===== config.mk =====
export PLATFORM = sky130hd
export DESIGN_NAME = iodelay_tap_ctrl
export DESIGN_NICKNAME = d
export VERILOG_FILES = /design/src/rtl/iodelay_tap_ctrl.sv
export SDC_FILE = /design/constraint.sdc
export NUM_CORES = 1
export LEC_CHECK = 0
export CAP_MARGIN = 20
export CELL_PAD_IN_SITES_DETAIL_PLACEMENT = 1
export CELL_PAD_IN_SITES_GLOBAL_PLACEMENT = 1
export CORE_UTILIZATION = 55
export DETAILED_ROUTE_END_ITERATION = 7
export DONT_BUFFER_PORTS = 1
export PLACE_DENSITY = 0.83
export SLEW_MARGIN = 20
export SYNTH_ARGS = -nofsm -noshare
export SYNTH_HDL_FRONTEND = slang
export SYNTH_SLANG_ARGS = --single-unit

===== constraint.sdc =====
create_clock -name clk -period 3.2 [get_ports clk]
set_input_delay 0.64 -clock clk [delete_from_list [all_inputs] [get_ports clk]]
set_output_delay 0.64 -clock clk [all_outputs]
set_load 0.02 [all_outputs]

===== src/rtl/iodelay_tap_ctrl.sv =====
// Multi-channel variable tap delay line with a shared tap-control FSM (IDLE/WAIT).
// Define IODLY_PARAM_CHECK_EN to enable elaboration-time parameter checks.
module iodelay_tap_ctrl #(
    parameter int NCH      = 4,
    parameter int TAP_W    = 5,
    parameter int INIT_TAP = 0,
    parameter int WRAP     = 1,
    parameter int CAL_HALF = 1,
    parameter int BUSY_CYC = 4
) (
    input  logic               clk,
    input  logic               rst_n,
    input  logic [NCH-1:0]     datain,
    input  logic [NCH-1:0]     ce,
    input  logic [NCH-1:0]     inc,
    input  logic               ld,
    input  logic [TAP_W-1:0]   ld_val,
    input  logic               cal,
    output logic [NCH-1:0]     dataout,
    output logic [NCH*TAP_W-1:0] tap,
    output logic               busy,
    output logic               state_dbg
);

    localparam int MAX_TAP = (1 << TAP_W) - 1;
    localparam logic [TAP_W-1:0] MAX_T  = TAP_W'(MAX_TAP);
    localparam logic [TAP_W-1:0] INIT_T = TAP_W'(INIT_TAP);
    localparam logic [TAP_W-1:0] CAL_T  = (CAL_HALF != 0) ? (MAX_T >> 1) : '0;

`ifdef IODLY_PARAM_CHECK_EN
    initial begin
        if (NCH < 1 || NCH > 32 || TAP_W < 1 || TAP_W > 8 ||
            INIT_TAP < 0 || INIT_TAP > MAX_TAP ||
            BUSY_CYC < 1 || BUSY_CYC > 15 ||
            (WRAP != 0 && WRAP != 1) || (CAL_HALF != 0 && CAL_HALF != 1)) begin
            $display("ERROR : illegal parameter set in %m");
            $finish;
        end
    end
    localparam int BUSY_N = BUSY_CYC;
`else
    // A zero busy length would never leave WAIT correctly; treat it as one cycle.
    localparam int BUSY_N = (BUSY_CYC < 1) ? 1 : BUSY_CYC;
`endif

    localparam logic [3:0] BUSY_LOAD = 4'(BUSY_N - 1);

    typedef enum logic {S_IDLE = 1'b0, S_WAIT = 1'b1} state_t;

    state_t           state_q, state_d;
    logic [3:0]       cnt_q, cnt_d;
    logic [TAP_W-1:0] tap_q [NCH];
    logic [TAP_W-1:0] tap_d [NCH];

    // One tap step; without wrap the value saturates at either end.
    function automatic logic [TAP_W-1:0] step(input logic [TAP_W-1:0] t, input logic up);
        if (up) begin
            if (WRAP == 0 && t == MAX_T) return t;
            return t + TAP_W'(1);
        end
        if (WRAP == 0 && t == '0) return t;
        return t - TAP_W'(1);
    endfunction

    always_comb begin
        state_d = state_q;
        cnt_d   = cnt_q;
        for (int k = 0; k < NCH; k++) tap_d[k] = tap_q[k];
        case (state_q)
            S_IDLE: begin
                if (cal) begin
                    for (int k = 0; k < NCH; k++) tap_d[k] = CAL_T;
                    state_d = S_WAIT;
                    cnt_d   = BUSY_LOAD;
                end else if (|ce) begin
                    for (int k = 0; k < NCH; k++) begin
                        if (ce[k]) tap_d[k] = ld ? ld_val : step(tap_q[k], inc[k]);
                    end
                    state_d = S_WAIT;
                    cnt_d   = BUSY_LOAD;
                end
            end
            S_WAIT: begin
                if (cnt_q == 4'd0) state_d = S_IDLE;
                else               cnt_d   = cnt_q - 4'd1;
            end
            default: state_d = S_IDLE;
        endcase
    end

    always_ff @(posedge clk or negedge rst_n) begin
        if (!rst_n) begin
            state_q <= S_IDLE;
            cnt_q   <= 4'd0;
            for (int k = 0; k < NCH; k++) tap_q[k] <= INIT_T;
        end else begin
            state_q <= state_d;
            cnt_q   <= cnt_d;
            for (int k = 0; k < NCH; k++) tap_q[k] <= tap_d[k];
        end
    end

    assign busy      = (state_q == S_WAIT);
    assign state_dbg = state_q;

    // hist[0] is the live input, hist[i] the sample taken i edges ago.
    for (genvar k = 0; k < NCH; k++) begin : g_ch
        logic [MAX_TAP-1:0] sr;
        logic [MAX_TAP:0]   hist;
        logic               dout_r;

        assign hist = {sr, datain[k]};

        always_ff @(posedge clk or negedge rst_n) begin
            if (!rst_n) begin
                sr     <= '0;
                dout_r <= 1'b0;
            end else begin
                sr     <= hist[MAX_TAP-1:0];
                dout_r <= hist[tap_q[k]];
            end
        end

        assign dataout[k]               = dout_r;
        assign tap[k*TAP_W +: TAP_W]    = tap_q[k];
    end

endmodule

# After elaboration in Yosys (flattened, before gate mapping)
# Index checks and enable logic that the tools add are counted.
# word_totals
mem_count,0
out_inout_bits,26
romBits,0
ram_bits,0
regBits,153
latch_bits,0
input_bits,21
# op_classes
shifts,0
bitwise_logic,1
mux,54
n_div,0
n_reduce_logical,12
eq_ne,2
mul,0
n_lt_le_gt_ge,4
n_addsub,9
# ops
cell,count
$mux 5,16
$mux 20,2
$mux 1,27
$lt 5x6->1 const B,4
$add 5x1->5 const B,4
$bmux 1 s5,4
$sub 5x1->5 const B,4
$mux 4,3
$reduce_and 3->1,4
$reduce_bool 2->1,5
$pmux 4 s2,1
$logic_not 4->1,1
$reduce_or 4->1,1
$sub 4x1->4 const B,1
$ne 3x3->1 const B,1
$ne 2x2->1 const B,1
$pmux 1 s2,1
$reduce_and 2->1,1
$not 1->1,1

# Longest topological paths before layout
# logic_depth
word_depth,10
mapped_depth,8
depth_no_buf,7

# Worst setup path after synthesis
# No wires, ideal clock.
# synth_path
path_kind,in2reg
from,in inc[0]
to,reg tap_q (netlist bit tap[4])
path_buffers,0
arrival_time_ns,2.150
path_stages,7
required_ns,3.080
path_slack_ns,0.930
path_cell_list,inv_1 > ha_1 > nor2b_1 > o21a_1 > or3_1 > a2111oi_0 > and3b_1
# synth_via
elab_chain_cells,10
# synth_lines
item,line_no,source
start: declaration,15,"input logic [NCH-1:0] inc,"
$mux 1,57,if (up) begin
$mux 1,77,"if (ce[k]) tap_d[k] = ld ? ld_val : step(tap_q[k], inc[k]);"
$mux 1,75,end else if (|ce) begin
$mux 1,71,if (cal) begin
$mux 1,69,case (state_q)
$mux 5,61,if (WRAP == 0 && t == '0) return t;
$mux 5 (2 in series),77,
$mux 20,75,
$mux 20,71,
end: declaration,52,logic [TAP_W-1:0] tap_q [NCH];
# Every way passes these cells. The select of a mux whose other input is x is not followed.
# A chain may end at the register's enable or synchronous reset.

# Worst setup path in the final report
# layout_path
from,reg tap_q (netlist bit tap[2])
to,reg tap_q (netlist bit tap[4])
# layout_via
elab_chain_cells,7
word_cells_on_any_way,8
# layout_lines
item,line_no,source
$add 5x1->5,59,return t + TAP_W'(1);
$mux 5,57,
$mux 5 (*),61,
$mux 5 (*) (2 in series),77,
$mux 20 (*),75,
$mux 20 (*),71,
# Mark *: on every way between the ends. The rest lies on a longest branch, timed or not. The select of a mux whose other input is x is not followed.

==> flow_summary.json <==
{
  "async_flop_share": 1.00,
  "critical_path_class": "reg2reg",
  "clk_latency_ns": 0.53,
  "rr_endpoint": "tap[4]$_DFFE_PN0P_",
  "dieWidth_um": 107,
  "routed_wirelength_um": 13300,
  "cts.root.buffer_cell": "clkbuf_8",
  "gp_congestion": 0.774,
  "crit_chain": "ha_1 -> nor2b_1 -> o21a_1 -> or3_1 -> a2111oi_0 -> and3b_1",
  "num_vias": 3758,
  "syn_inst": 480,
  "fin_crit_sh": 0.722,
  "grt_max_degree": 154,
  "avgSynthCellArea_um2": 12.7,
  "maxSlewHeadroom": 0.411,
  "wire_per_inst_um": 20.9,
  "layout-drive-gt1-share": 0.0724,
  "ios": 47,
  "ctsLongestPathBuffers": 2,
  "port-buffer-count": 0,
  "maxCapViolations": 0,
  "drc": 0,
  "reg2reg_slack_ns": 0.89,
  "synth_top_area_cell": "dfrtp_1",
  "worstSetupStartpointType": "register",
  "synth_cell_types": 38,
  "ys_seq_area_frac": 0.628,
  "path_max_fanout": 7,
  "drv_slew": 0,
  "rsz0062_at_grt": "no",
  "final_nets": 522,
  "min_path_type": "in2async",
  "startpoint": "tap[2]$_DFFE_PN0P_",
  "path_delay_family": "simple AND/OR/NAND/NOR gates",
  "arrival_ns": 2.72,
  "fmax_mhz": 433,
  "slowest_delay_ns": 0.56,
  "synth_warnings": 0,
  "finalHoldViolCount": 153,
  "synth-seq-cells": 153,
  "critPathRequiredTime_ns": 3.61,
  "coreArea_um2": 10800,
  "tightest_slew_ns": 0.880,
  "cts_max_level": 4,
  "start_util": 0.563,
  "cts_inserted_buffers": 17,
  "synth_edf_count": 0,
  "multi_input_area_um2": 2120,
  "synthTopCellsByArea": "dfrtp_1 63%, mux2i_1 11%, a21oi_1 3.0%",
  "grt_pass1_vias": 4219,
  "track_usage": 0.266,
  "drtPass1Iterations": 4,
  "syn_to_final_growth_pct": 10.9,
  "leakage_nw": 3.19,
  "tns_ns": 0,
  "failed_checks": "hold timing",
  "grt_pass1_wl_um": 22500,
  "regArea_um2": 3830,
  "synth.top_cell.area_share": 0.628,
  "critPathSlowestCell": "dfrtp_1",
  "setup_violations": 0,
  "cellPowerDensity_nw_per_um2": 949,
  "synth_area_um2": 6100,
  "num_antenna_cells": 0,
  "cts.clk_slew.worst_paths_ns": 0.06,
  "final_util": 0.624,
  "cts_tree": "yes",
  "dieArea_um2": 11500,
  "ant_nets": 0,
  "cts_sinks": 153,
  "crit_buf_inv": 0,
  "vdd_drop_max_mv": 0.506,
  "fillers": 1065,
  "viasPerCell": 5.90,
  "status": "complete, but fails checks",
  "cp.depth": 6,
  "r2r_cells": 6,
  "synth_nets": 518,
  "dp_hpwl_um": 8650,
  "drt_iter0_drc": 219,
  "cp-end-kind": "register",
  "antenna_found_initial": 0,
  "rr_startpoint": "tap[2]$_DFFE_PN0P_",
  "crit_end": "tap[4]$_DFFE_PN0P_",
  "yosys_most_used_dff": "dfrtp_1",
  "core.rowCount": 38,
  "die_y_um": 107,
  "whs_ns": -0.185,
  "skew_ns": 0.00990,
  "grt_remaining_overflow": 0,
  "period_minus_slack_ns": 2.31
}
## synthesized netlist by cell type (all sizes together) (5+ instances only)
| cell type | count |
|---|---|
| nand3 | 8 |
| nor2b | 9 |
| nor2 | 35 |
| a21oi | 36 |
| dfrtp | 153 |
| inv | 10 |
| a211oi | 6 |
| a22oi | 16 |
| xnor2 | 5 |
| clkbuf | 6 |
| xor2 | 8 |
| buf | 14 |
| o21ai | 6 |
| a21o | 8 |
| nand2 | 34 |
| mux2i | 67 |
| ha | 13 |
| a31oi | 5 |
## logic make-up after synthesis
logic type / count (synthesis) / share of synthesized area
AO/OA/AOI/OAI: 95 / 0.101
adder cells (fa/ha/maj): 17 / 0.0398
multiplexers: 67 / 0.110
buffers and inverters: 31 / 0.0240
XOR/XNOR: 13 / 0.0187
flip-flops: 153 / 0.628
AND/OR/NAND/NOR: 104 / 0.0784
## worst min path at each step
| stage | start | endpoint | slack, ns | cells after the start |
|---|---|---|---|---|
| after detailed placement | rst_n | g_ch[3].dout_r$_DFF_PN0_ | 0.35 | 0 |
| final | rst_n | g_ch[3].dout_r$_DFF_PN0_ | -0.19 | 0 |
| after CTS | rst_n | g_ch[3].sr[28]$_DFF_PN0_ | -0.21 | 0 |
| after global placement | rst_n | g_ch[3].sr[9]$_DFF_PN0_ | 0.35 | 0 |
| after global routing | rst_n | g_ch[2].sr[18]$_DFF_PN0_ | -0.22 | 0 |
| after floorplan | rst_n | busy$_DFF_PN0_ | 0.34 | 0 |
## per-layer routing
metal / GRT usage / up-vias / wire length [um]
li1: - / 1694 / -
met1: 0.333 / 1962 / 5760
met2: 0.439 / 83 / 6690
met3: 0.0751 / 19 / 624
met4: 0.104 / 0 / 271
met5: 0 / - / 0
## power breakdown
part | internal, W | switching (W)
clock network | 0.00113 | 0.000738
logic | 0.000826 | 0.00101
registers | 0.00218 | 0.000539
## cells in the final DEF, fill, tap and decap left out, drive strengths merged, types with 2 or more instances in the layout
cell type	count
dfrtp	153
mux2i	67
a21oi	36
nor2	35
nand2	34
clkbuf	24
a22oi	16
ha	13
inv	10
nor2b	9
nand3	8
xor2	8
a21o	8
clkinv	7
a211oi	6
o21ai	6
xnor2	5
a31oi	5
buf	5
nand2b	4
and2	4
a311o	4
o21a	4
fa	4
nand4b	3
o211ai	3
a221oi	3
nand4	2
## what timing repair did
action                                 CTS  global route
buffers inserted                         0             0
resized for setup                        0             0
endpoints found under the hold margin  153           153
## worst register-to-register path: stages, from the launching register on
cell	delay [ns]
dfrtp_1	0.56
ha_1	0.35
nor2b_1	0.16
o21a_1	0.17
or3_1	0.32
a2111oi_0	0.41
and3b_1	0.23
## layout make-up
type,count,share of cell area
Multi-Input combinational cell,296,0.314
Tap cell,140,0.0259
Clock buffer,24,0.0725
Clock inverter,8,0.00999
Sequential cell,153,0.566
Timing Repair Buffer,5,0.00555
Inverter,11,0.00610
## sequential cells by signal, indices dropped and copies added (netlist names)
| name | count |
|---|---|
| tap | 20 |
| cnt_q | 4 |
| g_ch.sr | 124 |
| g_ch.dout_r | 4 |
| busy | 1 |
## stage by stage
stage          setup WS [ns]  area [um2]  cells  power, W
3_5_place_dp           0.760        6210    605   0.00455
6_report               0.890        6760    637   0.00642
5_1_grt                0.748        6760    637   0.00678
3_3_place_gp           0.878        6210    605   0.00442
2_1_floorplan          0.930        6100    480   0.00412
4_1_cts                0.891        6760    637   0.00647
(Power assumes the default switching activity.)
==> edit 1 (config.mk and constraints unchanged) <==
Put a register stage on the output `tap`, without a reset. The value now appears one clock later. The other outputs are not delayed to match.
--- a/src/rtl/iodelay_tap_ctrl.sv
+++ b/src/rtl/iodelay_tap_ctrl.sv
@@ -46,6 +46,8 @@
     localparam logic [3:0] BUSY_LOAD = 4'(BUSY_N - 1);
 
     typedef enum logic {S_IDLE = 1'b0, S_WAIT = 1'b1} state_t;
+
+    logic [NCH*TAP_W-1:0] tap_c;
 
     state_t           state_q, state_d;
     logic [3:0]       cnt_q, cnt_d;
@@ -122,7 +124,11 @@
         end
 
         assign dataout[k]               = dout_r;
-        assign tap[k*TAP_W +: TAP_W]    = tap_q[k];
+        assign tap_c[k*TAP_W +: TAP_W]    = tap_q[k];
+    end
+
+    always_ff @(posedge clk) begin
+        tap <= tap_c;
     end
 
 endmodule
Formal check against the unedited RTL: not equivalent (Yosys sat finds a counterexample within 4 cycles, from zero or initial values and one cycle with rst_n low).
==> edit 1 against the original RTL <==
  * The run still ends with hold timing left
  * Via count increased by 5.0%
  * Total power is 12% higher
  * Synthesized area is 6.6% higher
  * Synthesized cell count grew 4.2%
  * Sequential share of layout area rose by 1.7 points
  * Cell count grew 3.3%
  * Die area rose by 6.4%
  * Sequential power rose by 18%
  * Cell area up 7.2%
  * Setup slack got worse by 0.13 ns
  * Routed wire length up 6.3%
  * Sequential cell count is 20 higher
  * Critical path type unchanged
  * Highest routed layer unchanged
==> edit 1: results (changes against the original RTL) <==
H-Tree Level Count = 4 (unchanged)
R2R setup slack = 0.76 ns (-0.13 ns)
Largest Register = g_ch.sr
clk buf depth = 2 (unchanged)
latest clock arrival within the worst-skew pair = 0.44 ns (-0.09 ns)
largest net degree at the start of global routing = 154 (unchanged)
first-pass iteration count of the detailed router = 4 (unchanged)
Fill cells = 1060 (-0.47%)
cell family with most CP delay = flip-flops
Cell variety after synth = 39 (+2.6%)
global-route wire length before repair = 23.8 mm (+6.0%)
Seq/Total Area, Yosys = 0.651 (+0.0229)
Worst R2R End = tap_c[8]
vias in the first global route = 4459 (+5.7%)
YS warnings = 0 (unchanged)
Final Hold Fails = 153 (unchanged)
max reg flops = 124 (unchanged)
# diodes = 0 (unchanged)
initial antenna violation count = 0 (unchanged)
Static Leak = 3.38 nW (+5.9%)
ys async rst share = 0.884 (-0.116)
DR WL/cell = 21.6 µm (+2.9%)
slowest cell on the critical path = dfrtp_1
Clock Skews = 0.00759 ns (-0.00231 ns)
Root Driver = clkbuf_16
I/O Buffers = 0 (unchanged)
Worst-Margin Slew = 1.02 ns (+0.140 ns)
1st-iter DRT viols = 197 (-10%)
DP HPWL = 8.45 mm (-2.4%)
failing checks = hold timing
hold crit path type = input port to async pin
Worst Path Max Fanout = 20 (+13)
Post-synth top cells = dfrtp_1, mux2i_1, a21oi_1
Nets = 540 (+3.4%)
total global-route track usage = 0.258 (-0.00854)
TritonCTS Buffers = 17 (unchanged)
PostCTS Resize Cnt = 0 (unchanged)
Synth area leaders = dfrtp_1, mux2i_1, dfxtp_1, a21oi_1, ha_1
share of layout cells above drive strength 1 = 0.0680 (-0.00447)
Worst R2R Path Depth = 6 (unchanged)
VDD IR-drop max = 0.000598 V (+18%)
reg2reg start = tap_c[6]
post-CTS setup buffers = 0 (unchanged)
Worst path max stage delay = 1.01 ns (+0.45 ns)
gpl congestion = 0.775 (+0.12%)
Hold WS = -0.106 ns (+0.0796 ns)
clock slew at reported path FFs = 0.07 ns
Worst Setup Path Type = flop to flop
Via-to-Cell Ratio = 6.00 (+1.7%)
status = complete, but fails checks
-- edit 1: kinds of logic (layout without fill, tap and decap cells) --
| logic type | count (synthesis) | in the layout | synth area share |
|---|---|---|---|
| buf+inv | 31 | 46 | 0.0225 |
| simple gates | 104 | 104 | 0.0735 |
| xor+xnor | 13 | 13 | 0.0175 |
| mux | 67 | 67 | 0.103 |
| compound gates | 95 | 95 | 0.0951 |
| flops | 173 | 173 | 0.651 |
| fa+ha+maj | 17 | 17 | 0.0374 |
-- edit 1: through the flow --
stage	instance area, µm²	hold WS [ns]	power, mW	worst slack [ns]	instances
2_1_floorplan	6500	0.344	4.49	0.930	500
3_3_place_gp	6600	0.349	4.78	0.882	626
3_5_place_dp	6600	0.347	4.89	0.783	626
4_1_cts	7250	-0.115	7.24	0.752	658
5_1_grt	7250	-0.122	7.54	0.693	658
6_report	7250	-0.106	7.17	0.765	658
-- edit 1: cell type report --
cell class                 instances  area, µm²  share of cell area
sequential                       173       4230               0.583
multi-input combinational        296       2120               0.293
clock buffer                      23        498              0.0687
tap                              143        179              0.0247
clock inverter                     9        156              0.0216
inverter                          11       41.3             0.00570
timing repair buffer               3       22.5             0.00311
-- edit 1: where the power goes --
group | internal, mW | switching (mW)
clock network | 1.41 | 0.826
registers | 2.55 | 0.666
logic | 0.824 | 0.901
total | 4.78 | 2.39
-- edit 1: worst max path at each step --
| stage | start | end | slack [ns] |
|---|---|---|---|
| after global placement | inc[0] | tap_c[4] | 0.88 |
| after CTS | tap_c[6] | tap_c[8] | 0.75 |
| final | tap_c[6] | tap_c[8] | 0.76 |
| after floorplan | inc[0] | tap_c[4] | 0.93 |
| after global routing | tap_c[6] | tap_c[8] | 0.69 |
| after detailed placement | inc[0] | tap_c[4] | 0.78 |
-- edit 1: layer usage --
metal  vias to the layer above  global-route usage  part of all wire
li1                       1755                   -                 -
met1                      2083               0.320              0.43
met2                        81               0.424              0.51
met3                        28              0.0689             0.042
met4                         0               0.116             0.028
met5                         -                   0                 0
==> edit 2 (config.mk and constraints unchanged) <==
Without the edit above. Set the parameter `TAP_W` to 3 (it was 5).
--- a/src/rtl/iodelay_tap_ctrl.sv
+++ b/src/rtl/iodelay_tap_ctrl.sv
@@ -2,7 +2,7 @@
 // Define IODLY_PARAM_CHECK_EN to enable elaboration-time parameter checks.
 module iodelay_tap_ctrl #(
     parameter int NCH      = 4,
-    parameter int TAP_W    = 5,
+    parameter int TAP_W    = 3,
     parameter int INIT_TAP = 0,
     parameter int WRAP     = 1,
     parameter int CAL_HALF = 1,
Interface: changed (resized ld_val and tap); port bits go from 47 to 37. No check against the original RTL was run, so the function may have changed too.
==> edit 2 against the original RTL <==
  * Sequential cell count down 104
  * Critical path depth down 2
  * Critical endpoint is now tap[8]
  * Highest routed layer unchanged
  * Total power down 67%
  * Setup slack better by 0.39 ns
  * Synthesized area down 65%
  * Largest power group unchanged
  * Non-clock buffer count down 5
  * Combinational power down 69%
  * Count of clock-buffer cells in the layout down 17
  * Routed wire length down 67%
  * Cell area down 66%
  * Hold slack better by 0.21 ns
==> edit 2: results (changes against the original RTL) <==
status = finished clean
Syn Inst Count = 161 (-66%)
clock slew at reported path FFs = 0.09 ns (+0.03 ns)
Static Leak = 0.988 nW (-69%)
Post-Layout Cell Count = 209 (-67%)
Largest Register = g_ch.sr
critical path arrival = 2.07 ns (-0.65 ns)
VDD IR-drop max = 0.000493 V (-2.6%)
DR WL met3 = 273 µm (-56%)
Metal-1 WL = 1.79 mm (-69%)
1st-iter DRT viols = 93 (-58%)
Fill cells = 377 (-65%)
latest clock arrival within the worst-skew pair = 0.30 ns (-0.23 ns)
final WL = 4.36 mm (-67%)
Nets = 184 (-65%)
Cell variety after synth = 35 (-7.9%)
vias in the first global route = 1485 (-65%)
dpl ws = 1.21 ns (+0.451 ns)
Seq/Total Area, Yosys = 0.571 (-0.0567)
global-route wire length before repair = 7.36 mm (-67%)
gpl congestion = 0.767 (-0.88%)
Synth area leaders = dfrtp_1, mux4_1, fa_1, mux4_2, a21oi_1
H-Tree Level Count = 2 (-2)
total global-route track usage = 0.244 (-0.0224)
Post-synth top cells = dfrtp_1, a21oi_1, nand2_1
Slew headroom = 0.480 (+0.0685)
TritonCTS Buffers = 5 (-12)
Via-to-Cell Ratio = 6.24 (+5.8%)
Worst Path Max Fanout = 6 (-1)
DP HPWL = 3.18 mm (-63%)
syn nets = 185 (-64%)
largest net degree at the start of global routing = 50 (-68%)
==> edit 2: changes by cell type after synthesis, sizes merged, moves of 7 or more <==
cell / change
nor2b: -7
nor2: -26
mux2i: -66
a21oi: -25
nand3: -8
mux4: +8
dfrtp: -104
nand2: -23
ha: -12
a22oi: -16
==> edit 2: through the flow <==
stage | utilization | hold WS [ns]
2_1_floorplan | - | 0.344
3_3_place_gp | 0.580 | 0.345
3_5_place_dp | 0.580 | 0.345
4_1_cts | 0.611 | 0.0217
5_1_grt | 0.611 | 0.00594
6_report | 0.611 | 0.0261
==> edit 2: final cells by class <==
cell class                      count  area (µm²)  area share
Inverter                            8        30.0      0.0132
Tap cell                           48        60.1      0.0264
Sequential cell                    49        1230       0.540
Clock inverter                      1        30.0      0.0132
Clock buffer                        7        86.3      0.0380
Multi-Input combinational cell     96         838       0.369
==> edit 2: layer usage <==
metal / up-vias / global-route usage
li1: 569 / -
met1: 682 / 0.309
met2: 49 / 0.405
met3: 4 / 0.0669
met4: 0 / 0.0806
met5: - / 0
==> edit 2: worst paths after layout <==
check	startpoint	endpoint	slack (ns)	depth (start not counted)
worst min-delay path	rst_n	g_ch[1].sr[4]	0.03	0
min in group clk	datain[1]	g_ch[1].sr[0]	0.36	0
worst min register to register	g_ch[0].sr[0]	g_ch[0].sr[1]	0.37	0
max in group asynchronous	rst_n	tap[7]	3.08	0
worst max-delay path	tap[6]	tap[8]	1.28	4
worst max register to register	tap[6]	tap[8]	1.28	4
==> edit 2: worst max-delay path, cell delays in order (launching register included) <==
cell and delay, ns:
dfrtp_1 0.55, fa_1 0.47, xor2_1 0.17, nor4b_1 0.47, a2111oi_2 0.11
==> edit 2: logic make-up (layout without fill, tap and decap cells) <==
kind of cell    after synthesis  count (layout)  share of synthesized area
compound gates               36              36                      0.114
fa+ha+maj                     5               5                     0.0431
mux                          13              13                      0.118
xor+xnor                      4               4                     0.0163
flops                        49              49                      0.571
buf+inv                      16              16                     0.0385
simple gates                 38              38                     0.0991
==> edit 2: report_power, final <==
part | internal, mW | leakage (nW) | switching, mW
registers | 0.767 | 0.575 | 0.358
logic | 0.324 | 0.354 | 0.238
clock network | 0.255 | 0.0585 | 0.192
total | 1.35 | 0.988 | 0.788
